**config.mk**
```make
export PLATFORM = sky130hd
export DESIGN_NAME = tick_countdown_timer
export DESIGN_NICKNAME = d
export VERILOG_FILES = /design/src/rtl/tick_countdown_timer.sv
export SDC_FILE = /design/constraint.sdc
export NUM_CORES = 1
export LEC_CHECK = 0
export CORE_MARGIN = 8
export CORE_UTILIZATION = 45
export DETAILED_ROUTE_END_ITERATION = 16
export HOLD_SLACK_MARGIN = 0.08
export PLACE_DENSITY = 0.87
export SETUP_SLACK_MARGIN = 0.4
export SYNTH_ARGS = -nofsm -noshare
export SYNTH_HDL_FRONTEND = slang
export SYNTH_SLANG_ARGS = --single-unit
```
**constraint.sdc**
```tcl
create_clock -name clk -period 2.57 [get_ports clk]
set_input_delay 0.3855 -clock clk [delete_from_list [all_inputs] [get_ports clk]]
set_output_delay 0.3855 -clock clk [all_outputs]
set_load 0.02 [all_outputs]
```
**src/rtl/tick_countdown_timer.sv**
```systemverilog
`default_nettype none
// ============================================================================
//  Module      : tick_countdown_timer
//  Description : Programmable countdown timer. It decrements once per
//                one-cycle tick strobe, which normally comes from the PULSE
//                output of clock_divider_pulse. A count is loaded through a
//                valid/ready handshake. When the count reaches zero the block
//                raises a one-cycle expire strobe and a sticky done flag.
//                It serves as the time base for particle-filter resample and
//                update scheduling.
//
//  Config      : TICK_TIMER_PERIODIC_EN
//                  defined   - the periodic input selects auto-reload mode.
//                  undefined - there is no reload/mode storage. Every load
//                              runs one-shot, and clear has no effect in RUN.
//
//  Ports       : clk         in   system clock, rising edge
//                rst         in   asynchronous active-high reset
//                tick        in   decrement enable strobe
//                load_valid  in   load request
//                load_ready  out  load accepted this cycle (IDLE or DONE)
//                load_value  in   count to load, in ticks
//                periodic    in   auto-reload mode, sampled on accept
//                stop        in   abort a running count
//                clear       in   clear the done flag
//                count       out  remaining ticks
//                busy        out  high while counting (RUN)
//                expire      out  one-cycle strobe on terminal count
//                done        out  sticky expiry flag
//
//  Revision    : 1.0  initial release
// ============================================================================
module tick_countdown_timer #(
    parameter int WIDTH = 16
) (
    input  logic             clk,
    input  logic             rst,
    input  logic             tick,
    input  logic             load_valid,
    output logic             load_ready,
    input  logic [WIDTH-1:0] load_value,
    input  logic             periodic,
    input  logic             stop,
    input  logic             clear,
    output logic [WIDTH-1:0] count,
    output logic             busy,
    output logic             expire,
    output logic             done
);

    localparam logic [1:0] S_IDLE = 2'd0;
    localparam logic [1:0] S_RUN  = 2'd1;
    localparam logic [1:0] S_DONE = 2'd2;

    logic [1:0]       r_state;
    logic [WIDTH-1:0] r_count;
    logic             r_busy;
    logic             r_expire;
    logic             r_done;

    logic [1:0]       w_state_nxt;
    logic [WIDTH-1:0] w_count_nxt;
    logic             w_done_nxt;
    logic             w_expire_nxt;
    logic             w_accept;
    logic             w_load_nonzero;
    logic             w_mode;
    logic [WIDTH-1:0] w_reload;
    logic             w_clear_run;

    assign load_ready     = (r_state == S_IDLE) || (r_state == S_DONE);
    assign w_accept       = load_valid && load_ready;
    assign w_load_nonzero = (load_value != '0);

`ifdef TICK_TIMER_PERIODIC_EN
    logic             r_mode;
    logic [WIDTH-1:0] r_reload;

    // The reload value and mode are captured only on an accepted non-zero load.
    always_ff @(posedge clk or posedge rst) begin
        if (rst) begin
            r_mode   <= 1'b0;
            r_reload <= '0;
        end else if (w_accept && w_load_nonzero) begin
            r_mode   <= periodic;
            r_reload <= load_value;
        end
    end

    assign w_mode      = r_mode;
    assign w_reload    = r_reload;
    assign w_clear_run = clear;
`else
    logic w_unused_periodic;

    assign w_unused_periodic = periodic;
    assign w_mode            = 1'b0;
    assign w_reload          = '0;
    assign w_clear_run       = 1'b0;
`endif

    always_comb begin
        w_state_nxt  = r_state;
        w_count_nxt  = r_count;
        w_done_nxt   = r_done;
        w_expire_nxt = 1'b0;
        case (r_state)
            S_RUN: begin
                if (stop) begin
                    // STOP takes priority over a same-cycle tick, so no expiry happens.
                    w_state_nxt = S_IDLE;
                    w_count_nxt = '0;
                end else begin
                    if (w_clear_run) begin
                        w_done_nxt = 1'b0;
                    end
                    if (tick) begin
                        if (r_count > WIDTH'(1)) begin
                            w_count_nxt = r_count - WIDTH'(1);
                        end else begin
                            // Terminal count. Expiry overrides a same-cycle clear of done.
                            w_expire_nxt = 1'b1;
                            w_done_nxt   = 1'b1;
                            if (w_mode) begin
                                w_count_nxt = w_reload;
                            end else begin
                                w_count_nxt = '0;
                                w_state_nxt = S_DONE;
                            end
                        end
                    end
                end
            end
            S_IDLE, S_DONE: begin
                // A load takes priority over clear.
                if (w_accept) begin
                    if (w_load_nonzero) begin
                        w_count_nxt = load_value;
                        w_done_nxt  = 1'b0;
                        w_state_nxt = S_RUN;
                    end else begin
                        w_count_nxt  = '0;
                        w_expire_nxt = 1'b1;
                        w_done_nxt   = 1'b1;
                        w_state_nxt  = S_DONE;
                    end
                end else if (clear) begin
                    w_done_nxt  = 1'b0;
                    w_state_nxt = S_IDLE;
                end
            end
            default: begin
                // Unreachable encoding: recover to a clean idle.
                w_state_nxt = S_IDLE;
                w_count_nxt = '0;
                w_done_nxt  = 1'b0;
            end
        endcase
    end

    always_ff @(posedge clk or posedge rst) begin
        if (rst) begin
            r_state  <= S_IDLE;
            r_count  <= '0;
            r_busy   <= 1'b0;
            r_expire <= 1'b0;
            r_done   <= 1'b0;
        end else begin
            r_state  <= w_state_nxt;
            r_count  <= w_count_nxt;
            r_busy   <= (w_state_nxt == S_RUN);
            r_expire <= w_expire_nxt;
            r_done   <= w_done_nxt;
        end
    end

    assign count  = r_count;
    assign busy   = r_busy;
    assign expire = r_expire;
    assign done   = r_done;

endmodule
`default_nettype wire
```
## After elaboration in Yosys (flattened, before gate mapping)

Index checks and enable logic that the tools add are counted.

- $add $sub $neg: 1
- Equality and inequality tests: 9
- Reductions and logical operators: 7
- Order comparisons: 1
- Multiplexer cells: 25

Operators with widths:

| operator | number |
|---|---|
| 16-bit 2-to-1 mux | 5 |
| 16-bit one-hot mux with 2 select lines | 1 |
| 16-bit by 1-bit greater-than comparator with 1-bit output (second input constant) | 1 |
| 16-bit nonzero test | 1 |
| 16-bit by 1-bit subtractor with 16-bit output (second input constant) | 1 |
| 2-bit 2-to-1 mux | 6 |
| 1-bit 2-to-1 mux | 10 |
| 2-bit inequality test (second input constant) | 4 |
| 3-bit inequality test (second input constant) | 2 |
| 2-bit by 1-bit == test with 1-bit output (second input constant) | 2 |
| 1-bit one-hot mux with 2 select lines | 2 |
| 2-bit one-hot mux with 2 select lines | 1 |
| 4-bit AND reduction | 1 |
| 2-bit == test (second input constant) | 1 |
| 2-bit logical NOT | 1 |
| 2-bit AND reduction | 1 |
| 2-bit OR reduction | 1 |
| 1-bit logical AND | 1 |
| 1-bit logical OR | 1 |

- Logic and storage cells: 48
- Output and inout port bits: 20
- Bits of input ports: 23
- Register bits: 21

## Longest topological paths before layout

- Depth in word-level cells: 6
- Mapped depth: 8
- Mapped depth without buffers: 7

## Worst setup path after synthesis

No wires, ideal clock.

- Kind: reg2reg
- Start point: register r_count[0], in the netlist count[0]
- End point: register r_count[14], in the netlist count[14]
- Data required time: 2.501 ns
- Period minus slack after synthesis: 2.208 ns
- Library setup time: 0.069 ns
- Setup slack: 0.362 ns
- Buffers on the path: 0
- Cell stages (with the launch flop): 8
- Arrival: 2.138 ns
- Cell sequence: dfrtp_1 inv_1 ha_1 or3b_2 nor4_2 nand2_1 or4_1 nand3_1

- Cells in the longest elaborated chain, start to end: 5
- Elaborated cells between the ends (all ways): 6
- Those cells by class: add/sub: 1; order compare: 1; mux: 4

Ends and longest elaborated chain:

| item | RTL line | text |
|---|---|---|
| from (decl) | 56 | `logic [WIDTH-1:0] r_count;` |
| from (signal assigned) | 170 | `r_count <= w_count_nxt;` |
| 16-bit by 1-bit subtractor with 16-bit output / 16-bit by 1-bit greater-than comparator with 1-bit output (equally long branches) | 119, 118 |  |
| 16-bit 2-to-1 mux (*) | 118 | `if (r_count > WIDTH'(1)) begin` |
| 16-bit 2-to-1 mux (*) | 117 | `if (tick) begin` |
| 16-bit 2-to-1 mux (*) | 109 | `if (stop) begin` |
| 16-bit one-hot mux with 2 select lines (*) | 107 | `case (r_state)` |

Every way passes the cells marked *; elsewhere a longest branch is shown, timed or not. The select of a mux whose other input is x is not followed.
A chain may end at the register's enable or synchronous reset.

## Final worst setup path

- Start point: register r_count[5], in the netlist count[5]
- End point: register r_count[11], in the netlist count[11]

The elaborated chain is that of the path after synthesis.

==> results.toml <==
[sta]
fin_hold_ws_ns = 0.458
setup_tns_ns = 0
rsz0062_at_grt = "true"
tightest_slew_ns = 0.654
slew_headroom_pct = 56.3
fin_ws_ns = 0.436
fin_skew_ns = 0.00322
slew_viol_final = 0
finalCritPeriodShare_pct = 83.0
hold_violations = 0
fin_crit_ns = 2.13
max_freq_ghz = 0.469
setup_viol = 0

[yosys]
synthCells = 141
ys_types = 33
postSynthAreaPerCell_sq_um = 8.92
synth_top_area_share_pct = 41.8
ys_async_sr_fraction_pct = 100
ys_warn_count = 0
synth_edf_count = 0
yosys.area.top_type = "dfrtp_1"
synthTopCellsByArea = "dfrtp_1, a22oi_1, o21ai_0, nor2_1, a32oi_1"
ys.flop_type = "dfrtp_1"
ys_ff_latch = 21
syn_area_sq_um = 1260
yosysSeqAreaShare_pct = 41.8
syn_nets = 166

[grt]
track_usage_pct = 17.3
grt_max_degree = 19
grt_pass1_vias = 1297
antenna_found_initial = 0
grt_overflow = 0
grt_pass1_wl_mm = 6.36

[power_and_ir_drop]
p_leak_nw = 0.794
internal-power_uw = 765
netSwitchingPower_uw = 518
pwr-share-seq_pct = 36.4
ir_worst_vdd_mv = 0.559
clkPwrFrac_pct = 13.3
power_density_nw_per_um2 = 676
combPwrFrac_pct = 50.3
swShare_pct = 40.4

[clock_tree]
cts_tree = "built"
htree_levels = 1
insertion_delay_ns = 0.31
clk_path_buf_depth = 2
cts.clk_slew.worst_paths_ns = 0.13
hold_buffers = 0
clock_sinks = 21
numCtsBuffers = 3
clock-root-buffer = "clkbuf_4"

[routing]
via_per_inst = 6.03
initialDrtViolationCount = 129
wl_mm = 4.10
num_vias = 1386
drc = 0
firstDrtPassIters = 5
avgRoutedWirePerCell_microns = 17.8
ant_nets = 0

[worst_setup_path]
critPathMaxStageDelay_ns = 0.46
crit_path_end_kind = "flip-flop"
cp.arrival_ns = 2.33
worstPathCellList = "or3_4 -> nor4_4 -> a21oi_4 -> buf_4 -> a32oi_1 -> o21ai_0"
critPathKind = "flip-flop to flip-flop"
critPathSlowestCell = "dfrtp_2"
cp.required_ns = 2.77
cp-start-kind = "flip-flop"
crit_fanout = 8

[floorplan]
die_w_microns = 68.9
rows = 19
dieArea_sq_um = 4740
core_sq_um = 2710
start_util_pct = 46.4
io_pins = 43
die_y_microns = 68.9

[finish]
syn_to_final_growth_pct = 50.8
layout.nets = 225
fillers = 219
n_antenna_cell = 0
layout-drive-gt1-share_pct = 17.1

[placed_design]
place.gp.congestion = 0.939
preCtsSetupSlack_ns = 0.164
detailed_place_hpwl_mm = 3.06
port-buffer-count = 41

[job]
max_cap_violations = 0

[hold_path]
hp-class = "input pin to asynchronous set/reset pin"

[status]
outcome = "complete, no violations"
[sequential cells by signal (all words and copies together), names as in the netlist]
register,count
expire,1
count,16
done,1
busy,1
r_state,2
[repair_timing]
item / 4_1_cts / 5_1_grt
gates resized for setup: 6 / 4
buffers inserted: 4 / 7
cloned: 0 / 0
setup endpoints to repair: 12 / 8
pin swaps: 1 / 1
[layout make-up]
type / count / area (sq um) / area share, %
tap: 31 / 38.8 / 2.04
multi-input combinational: 106 / 728 / 38.4
clock buffer: 4 / 26.3 / 1.39
sequential: 21 / 528 / 27.8
inverter: 10 / 37.5 / 1.98
timing repair buffer: 58 / 538 / 28.4
[final timing paths]
check	start	endpoint	slack [ns]	cells past startpoint
setup reg to reg	count[5]	count[11]	0.44	6
min in group clk	r_state[1]	r_state[1]	0.52	1
max in group asynchronous	rst	count[14]	1.56	3
hold reg to reg	r_state[1]	r_state[1]	0.52	1
hold / removal	rst	count[6]	0.46	2
setup / recovery	count[5]	count[11]	0.44	6
[metal layers]
layer	vias to the layer above	track usage (%)	share of wire, %
li1	658	-	-
met1	669	21.3	41
met2	59	29.1	50
met3	0	4.20	8.3
met4	0	5.01	0
met5	-	0	0
[cells by family after synthesis]
group | share of synthesized area (%)
simple gates | 24.9
buf+inv | 4.28
fa+ha+maj | 1.99
compound gates | 27.1
flops | 41.8
[critical path, delay by kind of cell (launching register included)]
kind	cells	cell delay (ns)
flops	1	0.46
buf+inv	1	0.19
compound gates	3	0.48
simple gates	2	0.89
[placed cells by master, fill, tap and decap left out]
cell,n
o31ai_1,3
buf_4,17
o221ai_1,1
or4_1,2
dfrtp_2,2
o311ai_1,1
or3_4,4
or3b_4,1
nor2b_1,1
dfrtp_1,19
nand3_1,5
o32ai_2,1
a32oi_1,5
nor4_4,2
o21ai_0,12
nor4_1,6
clkbuf_4,3
a22oi_1,9
a21oi_4,1
and4_1,1
nor2_1,12
o2111a_1,1
clkbuf_1,1
inv_1,10
ha_1,2
a21o_1,4
a221o_1,1
a21oi_1,6
o41ai_1,3
clkdlybuf4s50_1,41
nand2_1,11
nand2b_1,3
nor4_2,1
and2_1,2
nor3_1,3
nor2b_2,1
or2_2,1
[power groups by stage]
stage	sequential, mW	clock [mW]	combinational [mW]
floorplan	0.522	0	0.242
global placement	0.467	0	0.527
detailed placement	0.472	0	0.538
CTS	0.466	0.170	0.582
global route	0.476	0.188	0.690
finish	0.468	0.171	0.645
[through the flow]
| stage | power, mW | utilization, % | area, sq um | std cells |
|---|---|---|---|---|
| finish | 1.28 | 70.0 | 1900 | 230 |
| CTS | 1.22 | 67.5 | 1830 | 223 |
| floorplan | 0.764 | - | 1270 | 141 |
| global route | 1.35 | 70.0 | 1900 | 230 |
| detailed placement | 1.01 | 64.4 | 1750 | 215 |
| global placement | 0.994 | 64.4 | 1750 | 215 |
[cells in the mapped netlist, types with 2 or more instances]
cell type	n
dfrtp_1	21
ha_1	2
a32oi_1	5
and2_1	2
a22oi_1	9
clkbuf_1	2
a21oi_1	7
nor4_2	2
or4_1	2
a21o_1	4
nand3_1	5
nor4_1	7
or3_1	2
nor2_1	12
nand2b_1	3
or3_4	2
nor2b_1	2
nor3_1	3
o31ai_1	3
o41ai_1	3
nand2_1	11
inv_1	10
o21ai_0	12
(Power assumes the default switching activity.)
